<file path="src/rtl/mac_pkg.sv">
// rtl/mac_pkg.sv - shared types, widths and saturation helper for mac_sequencer
package mac_pkg;

  localparam int ACC_WIDTH = 40;

  typedef enum logic [2:0] {
    IDLE,
    CLEAR,
    FETCH,
    MUL_START,
    MUL_WAIT,
    ACC,
    RESULT
  } mac_seq_state_t;

  // Signed limit of a w-bit quantity widened to the accumulator: max for neg=0, min for neg=1.
  function automatic logic [ACC_WIDTH-1:0] sat_limit(input int unsigned w, input logic neg);
    logic [ACC_WIDTH-1:0] max_v;
    max_v = (ACC_WIDTH'(1) << (w - 1)) - ACC_WIDTH'(1);
    return neg ? ~max_v : max_v;
  endfunction

endpackage

</file>
<file path="src/rtl/mac_term_counter.sv">
// rtl/mac_term_counter.sv - job term counter with load, decrement and last/zero flags
module mac_term_counter
  import mac_pkg::*;
#(
  parameter int LEN_WIDTH = 8
) (
  input  logic                 clk,
  input  logic                 rst_n,
  input  logic                 load_i,
  input  logic [LEN_WIDTH-1:0] len_i,
  input  logic                 dec_i,
  output logic                 last_o,
  output logic                 zero_o
);

  logic [LEN_WIDTH-1:0] count_q, count_d;

  always_comb begin
    count_d = count_q;
    if (load_i) begin
      count_d = len_i;
    end else if (dec_i && (count_q != '0)) begin
      count_d = count_q - LEN_WIDTH'(1);
    end
  end

  always_ff @(posedge clk or negedge rst_n) begin
    if (!rst_n) begin
      count_q <= '0;
    end else begin
      count_q <= count_d;
    end
  end

  assign last_o = (count_q == LEN_WIDTH'(1));
  assign zero_o = (count_q == '0);

endmodule

</file>
<file path="src/rtl/mac_sequencer.sv">
// rtl/mac_sequencer.sv - dot-product job sequencer for the Booth multiplier / 40-bit accumulator
// Optional result clamping to the signed product range is enabled with MAC_SEQ_SAT_EN.
module mac_sequencer
  import mac_pkg::*;
#(
  parameter int DATA_WIDTH = 16,
  parameter int LEN_WIDTH  = 8
) (
  input  logic                  clk,
  input  logic                  rst_n,
  input  logic                  cmd_start,
  input  logic [LEN_WIDTH-1:0]  cfg_len,
  output logic                  busy,
  input  logic                  in_valid,
  output logic                  in_ready,
  input  logic [DATA_WIDTH-1:0] in_a,
  input  logic [DATA_WIDTH-1:0] in_b,
  output logic                  mul_start,
  output logic [DATA_WIDTH-1:0] mul_m,
  output logic [DATA_WIDTH-1:0] mul_q,
  input  logic                  mul_ready,
  output logic                  clr_acc,
  output logic                  acc_en,
  input  logic [ACC_WIDTH-1:0]  acc_in,
  output logic                  res_valid,
  input  logic                  res_ready,
  output logic [ACC_WIDTH-1:0]  res_data
`ifdef MAC_SEQ_SAT_EN
  ,
  output logic                  res_sat
`endif
);

  mac_seq_state_t        state_q;
  logic                  busy_q, in_ready_q, mul_start_q, clr_acc_q, acc_en_q, res_valid_q;
  logic                  wait_armed_q;
  logic [DATA_WIDTH-1:0] mul_m_q, mul_q_q;
  logic                  cnt_load, cnt_dec, cnt_last, cnt_zero;

  assign cnt_load = (state_q == IDLE) && cmd_start;
  assign cnt_dec  = (state_q == ACC);

  mac_term_counter #(
    .LEN_WIDTH(LEN_WIDTH)
  ) u_term_counter (
    .clk    (clk),
    .rst_n  (rst_n),
    .load_i (cnt_load),
    .len_i  (cfg_len),
    .dec_i  (cnt_dec),
    .last_o (cnt_last),
    .zero_o (cnt_zero)
  );

  // Each output register is set on entry to the state that owns it, so it tracks state_q exactly.
  always_ff @(posedge clk or negedge rst_n) begin
    if (!rst_n) begin
      state_q      <= IDLE;
      busy_q       <= 1'b0;
      in_ready_q   <= 1'b0;
      mul_start_q  <= 1'b0;
      clr_acc_q    <= 1'b0;
      acc_en_q     <= 1'b0;
      res_valid_q  <= 1'b0;
      wait_armed_q <= 1'b0;
      mul_m_q      <= '0;
      mul_q_q      <= '0;
    end else begin
      mul_start_q <= 1'b0;
      clr_acc_q   <= 1'b0;
      acc_en_q    <= 1'b0;
      unique case (state_q)
        IDLE: begin
          if (cmd_start) begin
            state_q   <= CLEAR;
            busy_q    <= 1'b1;
            clr_acc_q <= 1'b1;
          end
        end
        CLEAR: begin
          if (cnt_zero) begin
            state_q     <= RESULT;
            res_valid_q <= 1'b1;
          end else begin
            state_q    <= FETCH;
            in_ready_q <= 1'b1;
          end
        end
        FETCH: begin
          if (in_valid && in_ready_q) begin
            mul_m_q     <= in_a;
            mul_q_q     <= in_b;
            in_ready_q  <= 1'b0;
            mul_start_q <= 1'b1;
            state_q     <= MUL_START;
          end
        end
        MUL_START: begin
          state_q      <= MUL_WAIT;
          wait_armed_q <= 1'b0;
        end
        MUL_WAIT: begin
          // The first wait cycle may still see the ready from before the start pulse.
          if (!wait_armed_q) begin
            wait_armed_q <= 1'b1;
          end else if (mul_ready) begin
            state_q  <= ACC;
            acc_en_q <= 1'b1;
          end
        end
        ACC: begin
          if (cnt_last) begin
            state_q     <= RESULT;
            res_valid_q <= 1'b1;
          end else begin
            state_q    <= FETCH;
            in_ready_q <= 1'b1;
          end
        end
        RESULT: begin
          if (res_ready) begin
            state_q     <= IDLE;
            res_valid_q <= 1'b0;
            busy_q      <= 1'b0;
          end
        end
        default: state_q <= IDLE;
      endcase
    end
  end

  assign busy      = busy_q;
  assign in_ready  = in_ready_q;
  assign mul_start = mul_start_q;
  assign mul_m     = mul_m_q;
  assign mul_q     = mul_q_q;
  assign clr_acc   = clr_acc_q;
  assign acc_en    = acc_en_q;
  assign res_valid = res_valid_q;

`ifdef MAC_SEQ_SAT_EN
  localparam logic [ACC_WIDTH-1:0] SAT_MAX = sat_limit(2 * DATA_WIDTH, 1'b0);
  localparam logic [ACC_WIDTH-1:0] SAT_MIN = sat_limit(2 * DATA_WIDTH, 1'b1);

  logic acc_over, acc_under;
  assign acc_over  = $signed(acc_in) > $signed(SAT_MAX);
  assign acc_under = $signed(acc_in) < $signed(SAT_MIN);

  assign res_data = !res_valid_q ? '0 :
                    acc_over     ? SAT_MAX :
                    acc_under    ? SAT_MIN : acc_in;
  assign res_sat  = res_valid_q && (acc_over || acc_under);
`else
  // The accumulator is frozen in RESULT, so the combinational view is stable for the handshake.
  assign res_data = res_valid_q ? acc_in : '0;
`endif

endmodule

</file>
<file path="config.mk">
export PLATFORM = sky130hd
export DESIGN_NAME = mac_sequencer
export DESIGN_NICKNAME = d
export VERILOG_FILES = /design/src/rtl/mac_pkg.sv /design/src/rtl/mac_term_counter.sv /design/src/rtl/mac_sequencer.sv
export SDC_FILE = /design/constraint.sdc
export NUM_CORES = 1
export LEC_CHECK = 0
export ABC_AREA = 0
export CAP_MARGIN = 20
export CORE_MARGIN = 2
export CORE_UTILIZATION = 35
export CTS_CLUSTER_DIAMETER = 60
export DETAILED_ROUTE_END_ITERATION = 10
export HOLD_SLACK_MARGIN = 0.06
export PLACE_DENSITY = 0.76
export SLEW_MARGIN = 20
export SYNTH_ARGS = -nofsm -noshare
export SYNTH_HDL_FRONTEND = slang
export SYNTH_SLANG_ARGS = --single-unit
</file>
<file path="constraint.sdc">
create_clock -name clk -period 2.3 [get_ports clk]
set_input_delay 0.345 -clock clk [delete_from_list [all_inputs] [get_ports clk]]
set_output_delay 0.345 -clock clk [all_outputs]
set_load 0.005 [all_outputs]
</file>
### After elaboration in Yosys (flattened, before gate mapping)

Cells that the tools add are included.

* bits in registers: 50
* input bits: 86
* output and inout port bits: 78
* logic and storage cells: 73

* add/sub/neg operators: 1
* eq/ne operators: 16
* mux-type cells: 29
* reduce and logical (&&, ||, !) cells: 16

Operators by type and width (count)
* $mux W40: 1
* $mux W3: 7
* $pmux W3 S7: 1
* $ne A2 B2 Y1 const B: 9
* $mux W8: 2
* $mux W1: 14
* $eq A3 B3 Y1 const B: 3
* $eq A8 B1 Y1 const B: 1
* $logic_not A8 Y1: 1
* $reduce_and A4 Y1: 2
* $reduce_bool A8 Y1: 1
* $sub A8 B1 Y8 const B: 1
* $eq A3 B2 Y1 const B: 2
* $pmux W1 S3: 2
* $reduce_bool A2 Y1: 3
* $reduce_bool A3 Y1: 2
* $reduce_and A5 Y1: 1
* $pmux W1 S2: 2
* $eq A3 B1 Y1 const B: 1
* $logic_and A1 B1 Y1: 3
* $logic_not A3 Y1: 1
* $reduce_and A3 Y1: 1
* $reduce_and A2 Y1: 1

### Logic depth before layout (Yosys ltp)

* word-level depth: 4
* mapped depth: 7
* mapped depth without buffers: 6

### Modules after synthesis

A second synthesis with hierarchy kept.

* cells, all modules: 221
* area, all modules: 2504.9 µm²

By module, submodules not included
* mac_sequencer: instances 1, cells each 156, area each 1915.6 µm², seq. area each 1051.0 µm²
* mac_term_counter: instances 1, cells each 65, area each 589.3 µm², seq. area each 200.2 µm²

### Worst setup path after synthesis

Ideal clock, no wire load.

* kind: reg2reg
* start: register u_term_counter.count_q[0]
* end: register u_term_counter.count_q[1]
* library setup time: 0.076 ns
* arrival: 1.542 ns
* setup slack: 0.681 ns
* cell stages (with the launch flop): 7
* buffers on the path: 0
* period minus slack after synthesis: 1.619 ns
* path through: dfrtp_1 inv_1 ha_1 nor4b_1 a21oi_1 a21o_1 o21ai_1

* longest elaborated chain between the ends: 3
* elaborated cells on any way between the ends: 6

Ends and longest elaborated chain
* from (decl): RTL line mac_term_counter.sv:16 `logic [LEN_WIDTH-1:0] count_q, count_d;`
* from (signal assigned): RTL line mac_term_counter.sv:31 `count_q <= count_d;`
* $sub A8 B1 Y8 / $reduce_bool A8 Y1 (equally long branches): RTL line mac_term_counter.sv:23, mac_term_counter.sv:22
* $mux W8 / $logic_and A1 B1 Y1 (equally long branches): RTL line mac_term_counter.sv:22 `end else if (dec_i && (count_q != '0)) begin`
* $mux W8 / $reduce_bool A2 Y1 (equally long branches)

Parallel ways exist; a longest one is shown, timed or not. The select of a mux whose other input is x is not followed.
A chain may end at the register's enable or synchronous reset.

### Final worst setup path

* start: register res_valid_q, in the netlist res_valid
* end: output res_data[5]

* longest elaborated chain between the ends: 1

Ends and longest elaborated chain
* from (decl): RTL line mac_sequencer.sv:35 `logic busy_q, in_ready_q, mul_start_q, clr_acc_q, acc_en_q, res_valid_q;`
* from (signal assigned): RTL line mac_sequencer.sv:64 `res_valid_q <= 1'b0;`
* from (signal assigned): RTL line mac_sequencer.sv:83 `res_valid_q <= 1'b1;`
* from (signal assigned): RTL line mac_sequencer.sv:114 `res_valid_q <= 1'b1;`
* $mux W40: RTL line mac_sequencer.sv:155 `assign res_data = res_valid_q ? acc_in : '0;`
* to (decl): RTL line mac_sequencer.sv:27 `output logic [ACC_WIDTH-1:0] res_data`

No other way between the ends.

==> impl_results.md <==
* Via count at 2254
* Top cells by count, synth: dfrtp_1, and2_1, mux2_2, nor2_1
* Crit path largest cell delay at 0.55 ns
* Worst-path maximum fanout at 24
* Run status: complete, no violations
* Total track usage at 17.93%
* DP Wirelength at 5433 um
* I/O pins at 164
* Crit-path slowest cell: clkdlybuf4s50_1
* Hold WC Path Type: in2async
* Worst vdd ir at ~0.72 mV
* Clk_lat worst skew at approximately 0.29 ns
* Clock Tree Buf Depth at 2
* Met2 routed WL at 3529 um
* Max-cap viol count at 0
* Synthesized area at 2446 um2
* Mapped Cells at 219
* Final Setup Violations at 0
* Max Fclk at approximately 0.53 GHz
* Yosys top cell by area: dfrtp_1
* Detailed Routing Iterations Pass 1 at 4
* Area Growth Syn to Fin at 75.29%
* Fill cell count at 600
* TritonCTS buffer count at 5
* Avg WL per Cell at 14.62 um
* Met3 wire len at 607 um
* Critical Path Sink Type: output port
* Worst Hold Margin at a little under 0.5 ns
* Routed WL at 7019 um
* Largest net degree at the start of global routing at 35
* WL met1 at 2754 um
* Worst-Margin Slew at 0.6012 ns
* Crit Path Class: reg2out
* First-pass GRT wire length at 10720 um
* Synth area leaders: dfrtp_1, mux2_2, and2_1
* WP buf/inv at 2
* Initial core utilization at a little over a third
* Post-layout min period at 1.876 ns
* Multi-input gate area at 1091 um2
* I/O Buffers at ~160
* Seq cells post-synth at 50
* Worst Setup Start Kind: register
* Die area at about 7700 um2
* Post-DRT Antenna Nets at 0
* GRT overflow at 0
* Most frequent cell after synthesis: dfrtp_1
* RSZ-0062 raised after global routing: no
* Clock transition at path regs at 0.08 ns
* Seq/Total Area, Yosys at 51.15%
* Clock skew at about 0.0038 ns
* Post-synth top area share at about half
* Async set or reset register ratio after synthesis at 100.0%
* Initial antenna violation count at 0
* Critical Path AT at between 1.5 and 2 ns
* Placed cell count at about 470
* Setup_tns at 0 ns
* Ys flop type: dfrtp_1
* CTS tree: done
* Non-filler instance count after layout at 480
* Vias in the first global route at 2256
* Share of cells above drive strength 1 at 12.24%
* Final hold violations at 0
* Resize count post-CTS at 0
* Slew headroom at 59.36%
* Post-synth EDFFs at 0
* Mean area per synthesized cell at about 11 um2
* CTS H-Tree Depth at 2
* Highest metal used: met4
* Routed vias/inst at 4.696
* DR DRC count at 0
* Diodes inserted at 0
* Postcts setup bufs at 0
* Syn Nets at around 310
* Nets at roughly 470
* Placer Congestion at 0.8418
* Hold-fix buffers, CTS at 1
* CORE AREA at 6794 um2
* Initial DRC Count at 142
* Syn. warnings at 0
* Cell variety after synth at 38
* Leakage power at approximately 1.7 nW
* Critical Path, Cell by Cell: buf_4 -> and2_1 -> clkdlybuf4s50_1
* Cell family contributing the most delay on the critical path: buffers and inverters
* Pwr dens at 1032 nW/um2
* Final Cycle Share at 81.58%
* Worst Path Required at 1.96 ns
* Die Wd at 87.60 um
* Row count at 30
* CTS sink count at 50
* Max Slew Vio Count at 0
* Chip height at ~88 um
* Util after Layout at 63.11%
* Root Buffer: clkbuf_8
* FF+latch area at 1251 um2
-- power by group --
part | internal, mW | switching [mW] | leakage [nW] | total [mW]
Sequential | 1.30 | 0.331 | 0.603 | 1.63
Clock | 0.348 | 0.273 | 0.0573 | 0.621
Combinational | 1.42 | 0.758 | 1.08 | 2.17
-- layer usage --
layer  up-vias  track usage [%]
met2       108            32.16
met3        10            5.561
met4         0            5.315
met1      1059            20.48
met5         -                0
li1       1077                -
-- per-stage QoR --
step                      total power, mW  worst slack, ns  cell area, um2
after global placement              3.771           0.4162            4165
after global routing                4.741           0.2648            4288
after detailed placement            3.843           0.3970            4165
after floorplan                     2.567           0.6813            2446
final                               4.424           0.4237            4288
after CTS                           4.487           0.3890            4288
-- path summary, 6_finish.rpt --
path	slack, ns	endpoint	startpoint	cells after the start
worst max-delay path	0.42	res_data[5]	res_valid	3
worst min-delay path	0.49	u_term_counter.count_q[4]	rst_n	2
worst max register to register	0.43	u_term_counter.count_q[0]	u_term_counter.count_q[0]	6
worst min register to register	0.50	mul_m[11]	mul_m[11]	1
max in group asynchronous	1.23	mul_q[0]	rst_n	3
min in group clk	0.50	mul_m[11]	mul_m[11]	1
-- state kept, by name, summed over array words and instances, names as in the netlist --
register                count
acc_en                      1
busy                        1
clr_acc                     1
in_ready                    1
mul_m                      16
mul_q                      16
mul_start                   1
res_valid                   1
state_q                     3
u_term_counter.count_q      8
wait_armed_q                1
-- area by class of cell --
cell class                      count  share of cell area [%]
Tap cell                           96                   2.801
Multi-Input combinational cell    151                   25.45
Clock buffer                        6                   1.926
Timing Repair Buffer              169                   39.33
Clock inverter                      1                  0.7003
Inverter                            7                  0.6128
Sequential cell                    50                   29.18
-- cell families after synthesis --
family / after synthesis / share of synthesized area (%)
multiplexers: 35 / 16.01
adder cells (fa/ha/maj): 3 / 1.535
flip-flops: 50 / 51.15
XOR/XNOR: 1 / 0.3581
AO/OA/AOI/OAI: 27 / 6.445
AND/OR/NAND/NOR: 85 / 20.26
buffers and inverters: 18 / 4.245
-- placed cells by master (no fill, tap or decap), types with 5 or more instances in the layout --
cell type          n
a21oi_1            9
and2_1            41
clkbuf_8           6
clkdlybuf4s50_1  162
dfrtp_1           50
inv_1              6
mux2_2            32
nand2_1            9
nand3_1            6
nor2_1            11
nor3_1             5
o21ai_0            8
Note: power is estimated with default switching activity, not from simulation.
